[src/rtl/mem_port_arbiter.sv]
// Shared memory-port arbiter for the split instr/data ports of the pipelined datapath.
// Serializes both requests onto pmem_* and releases both ports with one joint response.
module mem_port_arbiter #(
    parameter bit DATA_PRIORITY = 1'b1,
    parameter bit ALIGN_ADDR    = 1'b1
) (
    input  logic        clk,
    input  logic        rst,

    input  logic        instr_read,
    input  logic [31:0] instr_mem_address,
    output logic [31:0] instr_mem_rdata,
    output logic        instr_mem_resp,

    input  logic        data_read,
    input  logic        data_write,
    input  logic [31:0] data_mem_address,
    input  logic [31:0] data_mem_wdata,
    input  logic [3:0]  data_mbe,
    output logic [31:0] data_mem_rdata,
    output logic        data_mem_resp,

    output logic        pmem_read,
    output logic        pmem_write,
    output logic [31:0] pmem_address,
    output logic [31:0] pmem_wdata,
    output logic [3:0]  pmem_mbe,
    input  logic [31:0] pmem_rdata,
    input  logic        pmem_resp
);

    typedef enum logic [1:0] {
        IDLE,
        SERVE_D,
        SERVE_I,
        RELEASE
    } state_t;

    state_t state;
    state_t next_state;

    logic        act_i;
    logic        act_d;
    logic        rec_i;
    logic        rec_d;
    logic        done_i;
    logic        done_d;
    logic        d_write;
    logic [31:0] i_addr;
    logic [31:0] d_addr;
    logic [31:0] d_wdata;
    logic [3:0]  d_mbe;
    logic [31:0] buf_i;
    logic [31:0] buf_d;
    logic [31:0] raw_addr;

    assign act_i = instr_read;
    assign act_d = data_read | data_write;

    // Request fields are captured only in IDLE, so ports raised mid-service wait for the next round.
    always_ff @(posedge clk) begin
        if (rst) begin
            state   <= IDLE;
            rec_i   <= 1'b0;
            rec_d   <= 1'b0;
            done_i  <= 1'b0;
            done_d  <= 1'b0;
            d_write <= 1'b0;
            i_addr  <= '0;
            d_addr  <= '0;
            d_wdata <= '0;
            d_mbe   <= '0;
            buf_i   <= '0;
            buf_d   <= '0;
        end else begin
            state <= next_state;
            case (state)
                IDLE: begin
                    if (act_i || act_d) begin
                        rec_i <= act_i;
                        rec_d <= act_d;
                        buf_i <= '0;
                        buf_d <= '0;
                        if (act_i) begin
                            i_addr <= instr_mem_address;
                        end
                        if (act_d) begin
                            d_addr  <= data_mem_address;
                            d_wdata <= data_mem_wdata;
                            d_mbe   <= data_mbe;
                            d_write <= data_write;
                        end
                    end
                end
                SERVE_D: begin
                    if (pmem_resp) begin
                        buf_d  <= d_write ? 32'h0 : pmem_rdata;
                        done_d <= 1'b1;
                    end
                end
                SERVE_I: begin
                    if (pmem_resp) begin
                        buf_i  <= pmem_rdata;
                        done_i <= 1'b1;
                    end
                end
                RELEASE: begin
                    done_i <= 1'b0;
                    done_d <= 1'b0;
                end
                default: ;
            endcase
        end
    end

    always_comb begin
        next_state = state;
        case (state)
            IDLE: begin
                if (act_i || act_d) begin
                    if (DATA_PRIORITY) begin
                        next_state = act_d ? SERVE_D : SERVE_I;
                    end else begin
                        next_state = act_i ? SERVE_I : SERVE_D;
                    end
                end
            end
            SERVE_D: begin
                if (pmem_resp) begin
                    next_state = (rec_i && !done_i) ? SERVE_I : RELEASE;
                end
            end
            SERVE_I: begin
                if (pmem_resp) begin
                    next_state = (rec_d && !done_d) ? SERVE_D : RELEASE;
                end
            end
            RELEASE: next_state = IDLE;
            default: next_state = IDLE;
        endcase
    end

    // All outputs decode from the registered state, so a reset forces them to 0 on the next cycle.
    always_comb begin
        pmem_read       = 1'b0;
        pmem_write      = 1'b0;
        pmem_wdata      = '0;
        pmem_mbe        = '0;
        raw_addr        = '0;
        instr_mem_resp  = 1'b0;
        data_mem_resp   = 1'b0;
        instr_mem_rdata = '0;
        data_mem_rdata  = '0;
        case (state)
            SERVE_D: begin
                raw_addr   = d_addr;
                pmem_read  = ~d_write;
                pmem_write = d_write;
                pmem_wdata = d_write ? d_wdata : 32'h0;
                pmem_mbe   = d_write ? d_mbe : 4'hF;
            end
            SERVE_I: begin
                raw_addr  = i_addr;
                pmem_read = 1'b1;
                pmem_mbe  = 4'hF;
            end
            RELEASE: begin
                instr_mem_resp  = rec_i;
                data_mem_resp   = rec_d;
                instr_mem_rdata = buf_i;
                data_mem_rdata  = buf_d;
            end
            default: ;
        endcase
        pmem_address = ALIGN_ADDR ? {raw_addr[31:2], 2'b00} : raw_addr;
    end

endmodule

[config.mk]
export PLATFORM = sky130hd
export DESIGN_NAME = mem_port_arbiter
export DESIGN_NICKNAME = d
export VERILOG_FILES = /design/src/rtl/mem_port_arbiter.sv
export SDC_FILE = /design/constraint.sdc
export NUM_CORES = 1
export LEC_CHECK = 0
export ABC_AREA = 1
export CORE_MARGIN = 5
export CORE_UTILIZATION = 45
export DETAILED_ROUTE_END_ITERATION = 8
export DONT_BUFFER_PORTS = 1
export GPL_TIMING_DRIVEN = 0
export HOLD_SLACK_MARGIN = 0.15
export MAX_ROUTING_LAYER = met4
export PLACE_DENSITY_LB_ADDON = 0.08
export SLEW_MARGIN = 10
export SYNTH_ARGS = -nofsm -noshare
export SYNTH_HDL_FRONTEND = slang
export SYNTH_SLANG_ARGS = --single-unit
export TNS_END_PERCENT = 30
[constraint.sdc]
create_clock -name clk -period 1.8 [get_ports clk]
set_clock_uncertainty 0.2 [all_clocks]
set_input_delay 0.36 -clock clk [delete_from_list [all_inputs] [get_ports clk]]
set_output_delay 0.36 -clock clk [all_outputs]
set_load 0.01 [all_outputs]
== After elaboration in Yosys (flattened, before gate mapping) ==
Cells that the tools add are included.

* Bits in registers: 171
* Bits in latches: 0
* RAM bits: 0
* Memory bits (read-only): 0
* Input port bits: 138
* Word-level logic and storage cells: 65
* Memories: 0

* Add/subtract/negate cells: 0
* Multiply operators: 0
* Divide/modulo/power cells: 0
* Magnitude comparators: 0
* Eq/ne operators: 6
* Shift-type cells: 0
* Multiplexer cells: 27
* Bitwise gates (word level): 2
* Reductions and logical operators: 18

{| class="wikitable"
|+ Operators with widths
! cell !! count
|-
| 32-bit 2-to-1 mux || 8
|-
| 32-bit one-hot mux with 2 select lines || 3
|-
| 3-bit AND reduction || 5
|-
| 2-bit 2-to-1 mux || 5
|-
| 2-bit one-hot mux with 4 select lines || 1
|-
| 4-bit one-hot mux with 2 select lines || 1
|-
| 2-bit nonzero test || 4
|-
| 2-bit != test (second input constant) || 3
|-
| 1-bit one-hot mux with 2 select lines || 3
|-
| 2-bit AND reduction || 3
|-
| 1-bit 2-to-1 mux || 5
|-
| 2-bit == test (second input constant) || 2
|-
| 4-bit 2-to-1 mux || 1
|-
| 2-bit by 1-bit == test with 1-bit output (second input constant) || 1
|-
| 1-bit logical AND || 2
|-
| 1-bit zero test || 2
|-
| 2-bit zero test || 1
|-
| 1-bit logical OR || 1
|-
| 1-bit NOT || 1
|-
| 1-bit OR || 1
|}

== Depth between registers and ports, before layout ==
Gate-level depths: netlist (run 1).

* Word-level depth: 5
* Depth in mapped cells: 11
* Depth with buffers taken out: 9

== Least setup slack after synthesis (run 1) ==
OpenSTA, ideal clock, no wires.

* Kind: register to output
* From: register state[1]
* To: output port pmem_mbe[0]
* Data arrival time: 1.377 ns
* Required time: 1.240 ns
* Setup slack: -0.137 ns
* Stages on the path, launching flop included: 9
* Buffers on the path: 2
* Cells stage by stage: dfxtp_1 inv_1 ha_1 buf_2 nand2_1 buf_2 nand2_1 nand2_1 nand2_1

* Cells in the longest elaborated chain, start to end: 2
* Elaborated cells between the ends (all ways): 3

{| class="wikitable"
|+ RTL lines
! what !! line !! RTL
|-
| from (decl) || 39 || <nowiki>state_t state;</nowiki>
|-
| from (signal assigned) || 76 || <nowiki>state <= next_state;</nowiki>
|-
| 2-bit == test / 2-bit by 1-bit == test with 1-bit output (equally long branches) || 154 || <nowiki>case (state)</nowiki>
|-
| 4-bit one-hot mux with 2 select lines * || 154 ||
|-
| to (decl) || 27 || <nowiki>output logic [3:0] pmem_mbe,</nowiki>
|}

Mark *: on every way between the ends. The rest lies on a longest branch, timed or not.

== Final worst setup path (run 1) ==
* From: register state[0]
* To: output port pmem_address[3]

* Cells in the longest elaborated chain, start to end: 2
* Elaborated cells between the ends (all ways): 3

{| class="wikitable"
|+ RTL lines
! what !! line !! RTL
|-
| 2-bit == test / 2-bit by 1-bit == test with 1-bit output (equally long branches) || 154 ||
|-
| 32-bit one-hot mux with 2 select lines * || 154 ||
|-
| to (decl) || 25 || <nowiki>output logic [31:0] pmem_address,</nowiki>
|}

Marked as above.

==> results of run 1 <==
[logic make-up after synthesis]
group / count (synthesis) / synth area share
simple gates: 490 / 0.2583
buf+inv: 235 / 0.1385
compound gates: 233 / 0.1540
flops: 167 / 0.4373
fa+ha+maj: 7 / 0.01146
other cells: 1 / 0.0004905
[metrics by stage]
stage	area [µm²]	instances
2_1_floorplan	7697	1134
3_3_place_gp	7973	1354
3_5_place_dp	7973	1354
4_1_cts	10890	1532
5_1_grt	10940	1531
6_report	10940	1531
[worst max-delay path by stage]
| stage | startpoint | end | slack, ps | cells after the start |
|---|---|---|---|---|
| 2_1_floorplan | state[1] | pmem_wdata[10] | -60 | 6 |
| 3_3_place_gp | state[0] | pmem_address[3] | -440 | 5 |
| 3_5_place_dp | state[0] | pmem_address[3] | -450 | 5 |
| 4_1_cts | state[0] | pmem_address[3] | -490 | 5 |
| 5_1_grt | state[0] | pmem_address[3] | -560 | 5 |
| 6_report | state[0] | pmem_address[3] | -520 | 5 |
[cells in the final DEF (no fill, tap or decap), drive strengths merged]
master       count
dfxtp          167
buf             50
dlygate4sd3    135
nor3             2
a21oi          102
inv            152
o21ai          131
clkinv           3
nand2          184
ha               7
conb             2
clkbuf          65
nand4           32
nand3            6
nor2           266
clkinvlp         7
[per-layer routing]
| layer | part of all wire | vias to the layer above |
|---|---|---|
| li1 | - | 3843 |
| met1 | 0.41 | 3579 |
| met2 | 0.50 | 311 |
| met3 | 0.068 | 51 |
| met4 | 0.023 | 0 |
| met5 | 0 | - |
[flip-flops by register name, indices dropped and copies added (netlist names)]
name / cells
buf_d: 32
buf_i: 32
d_addr: 30
d_mbe: 4
d_wdata: 32
d_write: 1
done_d: 1
done_i: 1
i_addr: 30
rec_d: 1
rec_i: 1
state: 2
[where the power goes]
| group | internal, mW | leakage [nW] | total, mW | switching (mW) |
|---|---|---|---|---|
| Sequential | 4.82 | 1.38 | 5.37 | 0.548 |
| Clock | 1.81 | 0.246 | 3.41 | 1.59 |
| Combinational | 2.98 | 3.14 | 7.98 | 5.00 |
| Total | 9.61 | 4.76 | 16.8 | 7.14 |
[worst register-to-register path: cells and delay by family (launching register included)]
| kind | cells | cell delay (ps) |
|---|---|---|
| adders and majority gates | 1 | 140 |
| buffers and inverters | 3 | 560 |
| DFF | 1 | 370 |
| and+or+nand+nor | 2 | 350 |
| AOI/OAI and AO/OA | 1 | 160 |
[final cells by class]
| cell class | count | area, µm² | area share |
|---|---|---|---|
| repair buffers | 147 | 1500 | 0.1371 |
| clock buffers | 20 | 446.7 | 0.04082 |
| well taps | 220 | 275.3 | 0.02516 |
| inverters | 150 | 581.8 | 0.05317 |
| clock inverters | 12 | 93.84 | 0.008576 |
| multi-input cells | 732 | 3955 | 0.3615 |
| plain buffers | 83 | 738.2 | 0.06747 |
| flip-flops and latches | 167 | 3351 | 0.3062 |
[what timing repair did]
action | 4_1_cts | 5_1_grt
endpoints found under the setup margin | 293 | 262
hold buffers | 135 | 0
pin swaps | 4 | 2
gates resized for setup | 206 | 51
gates cloned | 4 | 0
setup buffers | 8 | 0
endpoints found under the hold margin | 167 | 0
==> metrics.csv, run 1 <==
stage,metric,value,unit
sta,setup_violations,139,
worst_setup_path,cp_slowest_stage_delay,390,ps
pwr,finalPower,16.75,mW
worst_setup_path,critical_path_required,1240,ps
clock_network,root_buffer,clkbuf_16,
layout,area_growth,43.13,%
run,maxCapViolations,0,
clock_network,clk_pin_slew,70,ps
global_route,busiest_layer,met2,
layout,fillers,1458,
die,core_area,16640,µm²
synthesis,synthTopCellsByCount,"nor2_1, nand2_1, dfxtp_1",
status,violations,setup timing,
sta,worst_slack,-517.9,ps
placement,io_buffers,0,
synthesis,synth_edf_count,0,
min_path,min_from,data_read,
worst_setup_path,cp_top_family,buffers and inverters,
die,die_area,19700,µm²
die,ios,274,
worst_setup_path,cp.arrival,1760,ps
sta,setup-tns-final,-46480,ps
worst_setup_path,path_class,reg -> out,
worst_setup_path,r2r_start,state[1],
min_path,hold_class,in -> reg,
pwr,p_leak,4.762,nW
sta,worstMarginPinSlew,542.3,ps
sta,whs,167.8,ps
die,die_y,140.3,µm
synthesis,synth-main-ff-cell,dfxtp_1,
detailed_routing,drtAntennaViolNets,0,
global_route,grt_max_degree,17,
synthesis,synth_area,7645,µm²
sta,period_needed,2318,ps
worst_setup_path,start_kind,flop,
detailed_routing,wirelength,26.37,mm
sta,max_freq,0.4314,GHz
placement,place.gp.congestion,0.8338,
worst_setup_path,critPathMaxFanout,10,
die,start_util,0.4594,
clock_network,h-tree-depth,4,
min_path,holdPathEnd,buf_i[31],
global_route,use_met1,0.3100,
synthesis,netlist.area_leader.share,0.4373,
global_route,grt_overflow,0,
worst_setup_path,critPathSlowestCell,dfxtp_4,
detailed_routing,vias,7784,
worst_setup_path,critPathBufInv,3,
detailed_routing,viasPerCell,5.084,
min_path,hold_path_depth,4,
pwr,irDropWorstVdd,0.0009295,V
sta,finalHoldViolations,0,
clock_network,clock_latency,430,ps
die,die_w,140.3,µm
die,rows,47,
synthesis,yosys.area.top_type,dfxtp_1,
global_route,track_usage,0.2699,
global_route,grt_pass1_wl,41.46,mm
global_route,grt_pass1_vias,7956,
synthesis,synthCells,1133,
layout,drive_gt1_frac,0.1602,
detailed_routing,drcViolationCount,0,
sta,rsz0062_at_grt,yes,
detailed_routing,dr.pass1.iters,5,
global_route,antenna_found_initial,0,
global_route,grt_util_met3,0.07566,
sta,slew_headroom,0.6384,
synthesis,synthArstFlopShare,0,
layout,post-route-util,0.6575,
global_route,use_met2,0.4582,
synthesis,yosys_register_bits,167,
synthesis,ys_seq_area_frac,0.4373,
detailed_routing,wl_per_cell,17.22,µm
worst_setup_path,path_cells,inv_6 -> ha_4 -> clkinvlp_4 -> clkbuf_16 -> a21oi_4,
sta,period_share,1.288,
pwr,power_density,1531,nW/µm²
sta,drv_slew,0,
synthesis,yosysMostFrequentCell,nor2_1,
clock_network,clock_sinks,167,
clock_network,numCtsBuffers,17,
layout,diodes,0,
placement,dp_hpwl,16.99,mm
worst_setup_path,endpoint_kind,output port,
worst_setup_path,r2r_cells,7,
detailed_routing,drtIter0Drc,358,
status,status,finished with violations,
synthesis,yosysUniqueCellTypes,26,
worst_setup_path,r2r_slack,-30,ps
synthesis,syn_avg_cell_area,6.747,µm²
clock_network,cts_tree,built,
placement,preCtsSetupSlack,-445.3,ps
synthesis,synth_warnings,0,
layout,final_nets,1443,
synthesis,synth_area_leaders,"dfxtp_1, nor2_1, nand2_1, o21ai_0, inv_1",
worst_setup_path,r2r_end,d_addr[28],
clock_network,clk_path_buf_depth,2,
Note: power is estimated with default switching activity, not from simulation.
==> inputs of run 2 (changes only) <==
--- a/config.mk
+++ b/config.mk
@@ -6,12 +6,10 @@
 export NUM_CORES = 1
 export LEC_CHECK = 0
 export ABC_AREA = 1
-export CORE_MARGIN = 5
-export CORE_UTILIZATION = 45
+export CORE_MARGIN = 3
+export CORE_UTILIZATION = 41
 export DETAILED_ROUTE_END_ITERATION = 8
-export DONT_BUFFER_PORTS = 1
 export GPL_TIMING_DRIVEN = 0
-export HOLD_SLACK_MARGIN = 0.15
 export MAX_ROUTING_LAYER = met4
 export PLACE_DENSITY_LB_ADDON = 0.08
 export SLEW_MARGIN = 10
==> run 2 against run 1 <==
- the flow still finishes with violations (setup timing)
- critical path depth grew 2
- first-iteration DRC count grew 18%
- critical path type unchanged
- maximum frequency grew 3.6%
- hold slack lost 7.5 ps
- global-route usage shrank 1.3 points
- highest routed layer unchanged
- largest cell class unchanged
- combinational power grew 14%
- power grew 9.6%
- die area grew 3.2%
==> metrics.csv, run 2 (same netlist as run 1, synthesis figures left out) <==
stage,metric,value,unit
sta,slew_headroom,0.6567,
pwr,finalPower,18.36,mW
die,ios,274,
clock_network,h-tree-depth,4,
layout,top_regs,"buf_d x32, buf_i x32, d_wdata x32",
sta,rsz0062_at_grt,yes,
die,die_w,142.6,µm
layout,fillers,1541,
clock_network,root_buffer,clkbuf_16,
worst_setup_path,r2r_slack,-130,ps
placement,io_buffers,265,
sta,max_freq,0.4469,GHz
clock_network,numCtsBuffers,17,
placement,dp_hpwl,17.83,mm
min_path,hold_class,in -> reg,
sta,worst_slack,-437.5,ps
layout,drive_gt1_frac,0.3181,
clock_network,clock_latency,410,ps
worst_setup_path,path_class,reg -> out,
detailed_routing,vias,8218,
die,rows,49,
die,die_y,142.6,µm
clock_network,clock_sinks,167,
die,start_util,0.4213,
sta,worstMarginPinSlew,515.0,ps
global_route,antenna_found_initial,0,
worst_setup_path,crit_start,state[1],
detailed_routing,dr.pass1.iters,5,
pwr,p_leak,6.050,nW
sta,setup-tns-final,-50710,ps
detailed_routing,wl_per_cell,15.39,µm
clock_network,clk_path_buf_depth,2,
detailed_routing,viasPerCell,4.851,
worst_setup_path,critPathMaxFanout,5,
layout,diodes,0,
detailed_routing,wirelength,26.07,mm
detailed_routing,drtAntennaViolNets,0,
min_path,min_from,pmem_resp,
global_route,track_usage,0.2565,
layout,final_cell_mix,"nor2_1, dfxtp_1, clkdlybuf4s50_1",
worst_setup_path,start_kind,flop,
sta,period_needed,2237,ps
die,core_area,18150,µm²
layout,fin_cells,1694,
pwr,power_density,1448,nW/µm²
detailed_routing,drcViolationCount,0,
sta,finalHoldViolations,0,
worst_setup_path,cp.arrival,1680,ps
status,violations,setup timing,
sta,drv_slew,0,
layout,area_growth,65.91,%
sta,setup_violations,183,
status,status,finished with violations,
pwr,irDropWorstVdd,0.0008974,V
worst_setup_path,r2r_start,state[1],
global_route,grt_pass1_vias,7873,
die,die_area,20320,µm²
placement,dpl.cell_count,1628,
clock_network,cts_tree,built,
global_route,grt_max_degree,17,
worst_setup_path,endpoint_kind,output port,
global_route,grt_overflow,0,
global_route,grt_pass1_wl,40.21,mm
sta,period_share,1.243,
run,maxCapViolations,0,
worst_setup_path,critical_path_required,1240,ps
layout,final_nets,1597,
placement,place.gp.congestion,0.8769,
layout,layout.cells.most_common,nor2_1,
detailed_routing,drtIter0Drc,424,
clock_network,clk_pin_slew,60,ps
[run 2: changes by cell type in the layout (fill, tap and decap cells not counted), sizes merged]
| cell | change |
|---|---|
| dlygate4sd3 | -134 |
| clkinvlp | -3 |
| clkbuf | -1 |
| clkinv | -1 |
| buf | +160 |
| bufinv | +3 |
| clkdlybuf4s50 | +131 |
| inv | -1 |
[run 2: power by group]
group | leakage [nW] | total [mW] | internal (mW) | switching [mW]
clock | 0.289 | 3.83 | 2.30 | 1.53
sequential | 1.38 | 5.47 | 4.82 | 0.647
combinational | 4.38 | 9.07 | 3.96 | 5.11
[run 2: layer usage]
metal,routed length [µm],vias to the layer above,track usage
met5,0,-,-
met4,457,0,0.07204
met3,1666,34,0.04973
met2,13020,249,0.4357
met1,10930,3771,0.3106
li1,-,4164,-
[run 2: path summary, 6_finish.rpt]
path                      to  cells after the start
max          pmem_address[5]                      7
min                 buf_i[0]                      3
max reg2reg         buf_d[4]                     11
min reg2reg       d_wdata[1]                      2
[run 2: cell type report]
cell class              count  area [µm²]  share of cell area
well taps                 229       286.5             0.02259
plain buffers              83       842.1             0.06639
clock inverters            10       142.6             0.01125
repair buffers            301        2925              0.2306
clock buffers              22       474.2             0.03739
flip-flops and latches    167        3351              0.2642
multi-input cells         732        4079              0.3216
inverters                 150       583.1             0.04597
[run 2: critical path, stage by stage, from the launching register on]
cell and delay, ps:
dfxtp_4 370, inv_6 90, ha_4 160, buf_8 150, clkbuf_16 160, nand2_2 70
a21oi_4 150, buf_6 120
[run 2: through the flow]
step	instance area, µm²	setup slack (ps)	hold WS, ps	util
finish	12680	-437.5	160.3	0.6989
global route	12680	-487.8	172.4	0.6989
CTS	11810	-440.3	132.0	0.6510
detailed placement	10640	-915.3	246.1	0.5861
global placement	10640	-935.4	240.7	0.5861
floorplan	7697	-59.18	228.7	-
[run 2: what timing repair did]
| item | in CTS | in global routing |
|---|---|---|
| hold endpoints to repair | 6 | 0 |
| pin swaps | 47 | 31 |
| cloned | 13 | 2 |
| hold buffers | 1 | 0 |
| endpoints found under the setup margin | 293 | 289 |
| gates resized for setup | 773 | 244 |
| setup buffers | 13 | 7 |
==> RTL change 1 (config.mk and constraints of run 1) <==
`DATA_PRIORITY`: 1'b1 -> 1'b0.
--- a/src/rtl/mem_port_arbiter.sv
+++ b/src/rtl/mem_port_arbiter.sv
@@ -1,7 +1,7 @@
 // Shared memory-port arbiter for the split instr/data ports of the pipelined datapath.
 // Serializes both requests onto pmem_* and releases both ports with one joint response.
 module mem_port_arbiter #(
-    parameter bit DATA_PRIORITY = 1'b1,
+    parameter bit DATA_PRIORITY = 1'b0,
     parameter bit ALIGN_ADDR    = 1'b1
 ) (
     input  logic        clk,
Check against the original RTL: not equivalent (Yosys sat finds a counterexample within 4 cycles, from zero or initial values and one cycle with rst high).
==> RTL change 1 against run 1 <==
- the run still ends with setup timing left
- cell area up 6.3%
- routed wire length increased by 0.82%
- worst setup slack better by 0.11 ns
- first-iteration DRC count increased by 4.5%
- sequential cell count is the same
- clock power up 18%
- total power rose by 11%
- synthesized area rose by 0.67%
- critical endpoint is now pmem_address[5]
- largest cell class unchanged
==> RTL change 1: results (changes against run 1) <==
Buffers, non-clock 244 (+6.1%); cell internal pwr 10.9 mW (+14%); highest routing layer actually used met4; Final HPWL DP 16800 µm (-0.87%); total of buffers placed on input and output ports 0 (unchanged); leakage power 5.18 nW (+8.7%); leading cell types by count after synthesis 263 x sky130_fd_sc_hd__nor2_1, 181 x sky130_fd_sc_hd__nand2_1, 167 x sky130_fd_sc_hd__dfxtp_1; area occupied by registers 0.00335 mm² (unchanged); first-pass GRT wire length 40700 µm (-1.7%); portion of netlist area occupied by mux cells 0% (unchanged); Inverters excl. clock 149 (-0.67%); Max FO, Critical Path 8 (-2); met3 routed wirelength 1680 µm (-6.6%); placement-stage worst setup slack -0.439 ns (+0.00622 ns); clk buf depth 2 (unchanged); via count of the first global-routing pass 7692 (-3.3%); Via density 5.10 (+0.33%); met2 Use GR 44.1% (-1.7 points); Async S/R FF share, synth 0% (unchanged); number of iterations in the first detailed-routing pass 5 (unchanged); Compound-Gate Fraction of Synth Area 15.7% (+0.26 points); flip-flop and latch count after synthesis 167 (unchanged); area taken by multi-input logic gates 0.00426 mm² (+7.7%); antenna diode count 1 (+1); Filler cells 1403 (-3.8%); violated checks setup timing; number of different library cells in the post-synthesis netlist 30 (+15%); depth of the CTS H-tree 4 (unchanged); total setup buffers inserted after CTS 10 (+2); antenna violations before repair 1 (+1); gp weighted congestion 0.846 (+1.5%); cts-stage hold buffer count 132 (-2.2%); DRC marker count from the first detailed-route iteration 374 (+4.5%); Slew @ Worst Pin 0.590 ns (+0.0479 ns); outcome complete, but fails checks; top cells by area, synth sky130_fd_sc_hd__dfxtp_1 43%, sky130_fd_sc_hd__nor2_1 13%, sky130_fd_sc_hd__nand2_1 8.8%, sky130_fd_sc_hd__o21ai_0 7.4%, sky130_fd_sc_hd__inv_1 7.1%; non-clk buf share 21.6% (+1.1 points); clock buffer instance count of the final layout 20 (unchanged); Post-Synth XOR/XNOR Area 0% (unchanged); setup slack of the critical path after layout -0.411 ns (+0.106 ns); fraction of area in clock buffers and inverters 5.53% (+0.59 points); WL per Instance 17.2 µm (about the same); sequential fraction of the synthesis area 43.4% (-0.29 points); count of multi-input combinational gates 733 (+0.14%); number of cells upsized or downsized after cts 219 (+6.3%); Final setup viols 200 (+44%); met1 usage in global routing 31.1% (+0.13 points); net total in the final layout 1457 (+0.97%); met3 track demand over resource in global routing 6.60% (-0.96 points); Post-Route M1 WL 11000 µm (+0.91%); fraction of layout instances using a drive strength above 1 22.2% (+6.2 points); GR Util All Layers 26.3% (-0.72 points); routed wire length 26600 µm (+0.82%); Routed met2 length 13300 µm (+1.7%); endpoint arrival time on the critical path 1.65 ns (-0.11 ns); maximum vdd ir drop 0.000981 V (+5.6%); adder-cell share of the synthesized area 1.14% (-0.0076 points); clock latency reported for the late side of the worst-skew pair 0.42 ns
RTL change 1: cell types whose count changed in the layout (fill, tap and decap cells not counted), sizes merged, moves of 2 or more:
cell	change
o21ai	-2
clkbuf	-9
bufinv	+5
clkinvlp	-5
buf	+26
dlygate4sd3	-3
RTL change 1: worst paths after layout:
kind | endpoint | cells past startpoint | slack, ns | start
worst max-delay path | pmem_address[5] | 5 | -0.41 | state[1]
worst min-delay path | state[0] | 5 | 0.20 | data_read
worst max register to register | d_mbe[2] | 7 | -0.12 | state[0]
worst min register to register | d_wdata[31] | 2 | 0.26 | d_wdata[31]
RTL change 1: worst max-delay path, stage by stage (launching register included):
cell,delay [ns]
sky130_fd_sc_hd__dfxtp_4,0.39
sky130_fd_sc_hd__buf_6,0.11
sky130_fd_sc_hd__ha_4,0.26
sky130_fd_sc_hd__clkbuf_16,0.21
sky130_fd_sc_hd__nand2_4,0.05
sky130_fd_sc_hd__a21oi_4,0.19
RTL change 1: power groups by stage:
stage          Clock, mW  Sequential, mW  Combinational, mW
2_1_floorplan          0            5.16               4.46
3_3_place_gp           0            5.26               5.79
3_5_place_dp           0            5.27               5.81
4_1_cts             4.10            5.26               7.93
5_1_grt             4.23            5.49               9.91
6_report            4.03            5.38               9.14
RTL change 1: metrics by stage:
step / cell area, µm² / setup TNS, ns / hold WS, ns
6_report: 11600 / -43.56 / 0.200
5_1_grt: 11600 / -58.78 / 0.204
4_1_cts: 11100 / -46.12 / 0.165
3_5_place_dp: 8030 / -50.28 / 0.244
3_3_place_gp: 8030 / -47.69 / 0.240
2_1_floorplan: 7750 / -2.94 / 0.229
==> RTL change 2 (flow settings as in run 1) <==
Without the edit above. Encoding of `state_t`: now Gray code (2 bits for 4 states).
--- a/src/rtl/mem_port_arbiter.sv
+++ b/src/rtl/mem_port_arbiter.sv
@@ -30,10 +30,10 @@
 );
 
     typedef enum logic [1:0] {
-        IDLE,
-        SERVE_D,
-        SERVE_I,
-        RELEASE
+        IDLE    = 2'b00,
+        SERVE_D = 2'b01,
+        SERVE_I = 2'b11,
+        RELEASE = 2'b10
     } state_t;
 
     state_t state;
Formal check against the unedited RTL: same outputs for any inputs over 4 cycles, from zero or initial values and one cycle with rst high; so few cycles prove little.
==> RTL change 2 against run 1 <==
- routed wire length up 7.4%
- sequential cell count unchanged
- the flow still finishes with violations (setup timing)
- die area up 2.1%
- worst setup slack better by 0.18 ns
- non-clock buffer count up 20
- highest routed layer unchanged
- clock power up 10%
- synthesized area up 2.3%
- largest cell class unchanged
- combinational power down 32%
- total power down 16%
- hold slack better by 0.11 ns
- cell area up 5.7%
==> RTL change 2: results (changes against run 1) <==
switching component of the power 5.26 mW (-26%); net total in the final layout 1503 (+4.2%); leading cell types by count after synthesis 392 x sky130_fd_sc_hd__nor2_1, 167 x sky130_fd_sc_hd__dfxtp_1, 117 x sky130_fd_sc_hd__nand2_1; placed standard-cell area 0.00810 mm² (+1.6%); GR Util All Layers 27.6% (+0.62 points); Final HPWL DP 18800 µm (+11%); setup slack of the critical path after layout -0.335 ns (+0.183 ns); Antenna Nets Post-Route 0 (unchanged); total setup buffers inserted after CTS 15 (+7); placement-stage worst setup slack -0.412 ns (+0.0334 ns); Via density 5.19 (+2.1%); Post-Syn Area per Cell 6.56 µm² (-2.8%); area occupied by registers 0.00335 mm² (about the same); maximum vdd ir drop 0.000722 V (-22%); top cells by area, synth sky130_fd_sc_hd__dfxtp_1 43%, sky130_fd_sc_hd__nor2_1 19%, sky130_fd_sc_hd__o21ai_0 5.8%, sky130_fd_sc_hd__nand2_1 5.6%, sky130_fd_sc_hd__inv_1 5.1%; slowest stage cell, crit path sky130_fd_sc_hd__dfxtp_2; biggest cell delay along the critical path 0.32 ns (-0.07 ns); setup tns final -34.89 ns (+11.59 ns); min-delay worst type flop to flop; number of cells upsized or downsized after cts 244 (+18%); first-pass GRT wire length 43000 µm (+3.8%); DRC marker count from the first detailed-route iteration 463 (+29%); antenna violations before repair 1 (+1); via count of the first global-routing pass 8239 (+3.6%); Slew @ Worst Pin 0.753 ns (+0.210 ns); # placed instances 1418 (+4.7%); final worst hold slack 0.277 ns (+0.110 ns); WL per Instance 17.7 µm (+2.6%); fraction of layout instances using a drive strength above 1 20.8% (+4.8 points); family with the most delay on the worst path simple AND/OR/NAND/NOR gates; number of different library cells in the post-synthesis netlist 23 (-12%); register-to-register path setup slack -0.09 ns (-0.06 ns); Filler cells 1491 (+2.3%); Final setup viols 173 (+24%); Worst setup endpoint pmem_mbe[1]; leakage power 4.86 nW (+2.1%); number of iterations in the first detailed-routing pass 5 (unchanged); cts-stage hold buffer count 133 (-1.5%); outcome complete, but fails checks; R2R Path End d_addr[23]; Max FO, Critical Path 5 (-5); critical path launch point state[0]; violated checks setup timing; sequential fraction of the synthesis area 42.8% (-0.97 points); gp weighted congestion 0.835 (about the same); endpoint arrival time on the critical path 1.57 ns (-0.19 ns)
RTL change 2: changes by cell type in the layout (fill, tap and decap cells not counted), sizes merged, moves of 29 or more:
cell,run 1,this run
inv,152,112
buf,50,79
a21oi,102,70
nand2,184,120
nor3,2,33
nand4,32,0
a22o,0,30
nor2,266,396
nand3,6,68
o21ai,131,97
RTL change 2: worst min-delay path by stage:
stage | start | end | cells after the start
6_report | done_d | done_d | 2
5_1_grt | done_d | done_d | 2
3_5_place_dp | rst | rec_d | 1
3_3_place_gp | rst | rec_d | 1
4_1_cts | done_d | done_d | 2
2_1_floorplan | rst | d_write | 1
RTL change 2: logic make-up (layout without fill, tap and decap cells):
family                 Yosys count  after routing  share of synthesized area, %
DFF                            167            167                          42.8
buffers and inverters          208            392                          11.4
and+or+nand+nor                618            618                          31.7
other                            1              3                        0.0480
AOI/OAI and AO/OA              198            198                          14.1
RTL change 2: metal layers:
layer / GRT usage [%] / share of wire [%] / up-vias
met5: - / 0 / -
met4: 8.84 / 2.6 / 0
met3: 5.59 / 6.6 / 55
met2: 47.2 / 51 / 321
met1: 32.7 / 40 / 3854
li1: - / - / 4095
RTL change 2: power by group through the flow:
stage                     Clock [mW]  Sequential, mW  Combinational [mW]
final                           3.75            4.83                5.46
after floorplan                    0            4.78                2.91
after global placement             0            4.84                3.79
after global routing            3.97            4.91                5.97
after CTS                       3.81            4.80                4.96
after detailed placement           0            4.85                3.83
RTL change 2: area by class of cell:
type	count	share of cell area (%)
well taps	225	2.44
flip-flops and latches	167	29.0
plain buffers	96	6.74
diodes	1	0.0216
inverters	111	3.67
repair buffers	154	13.5
clock buffers	20	3.86
clock inverters	11	1.29
multi-input cells	818	39.5
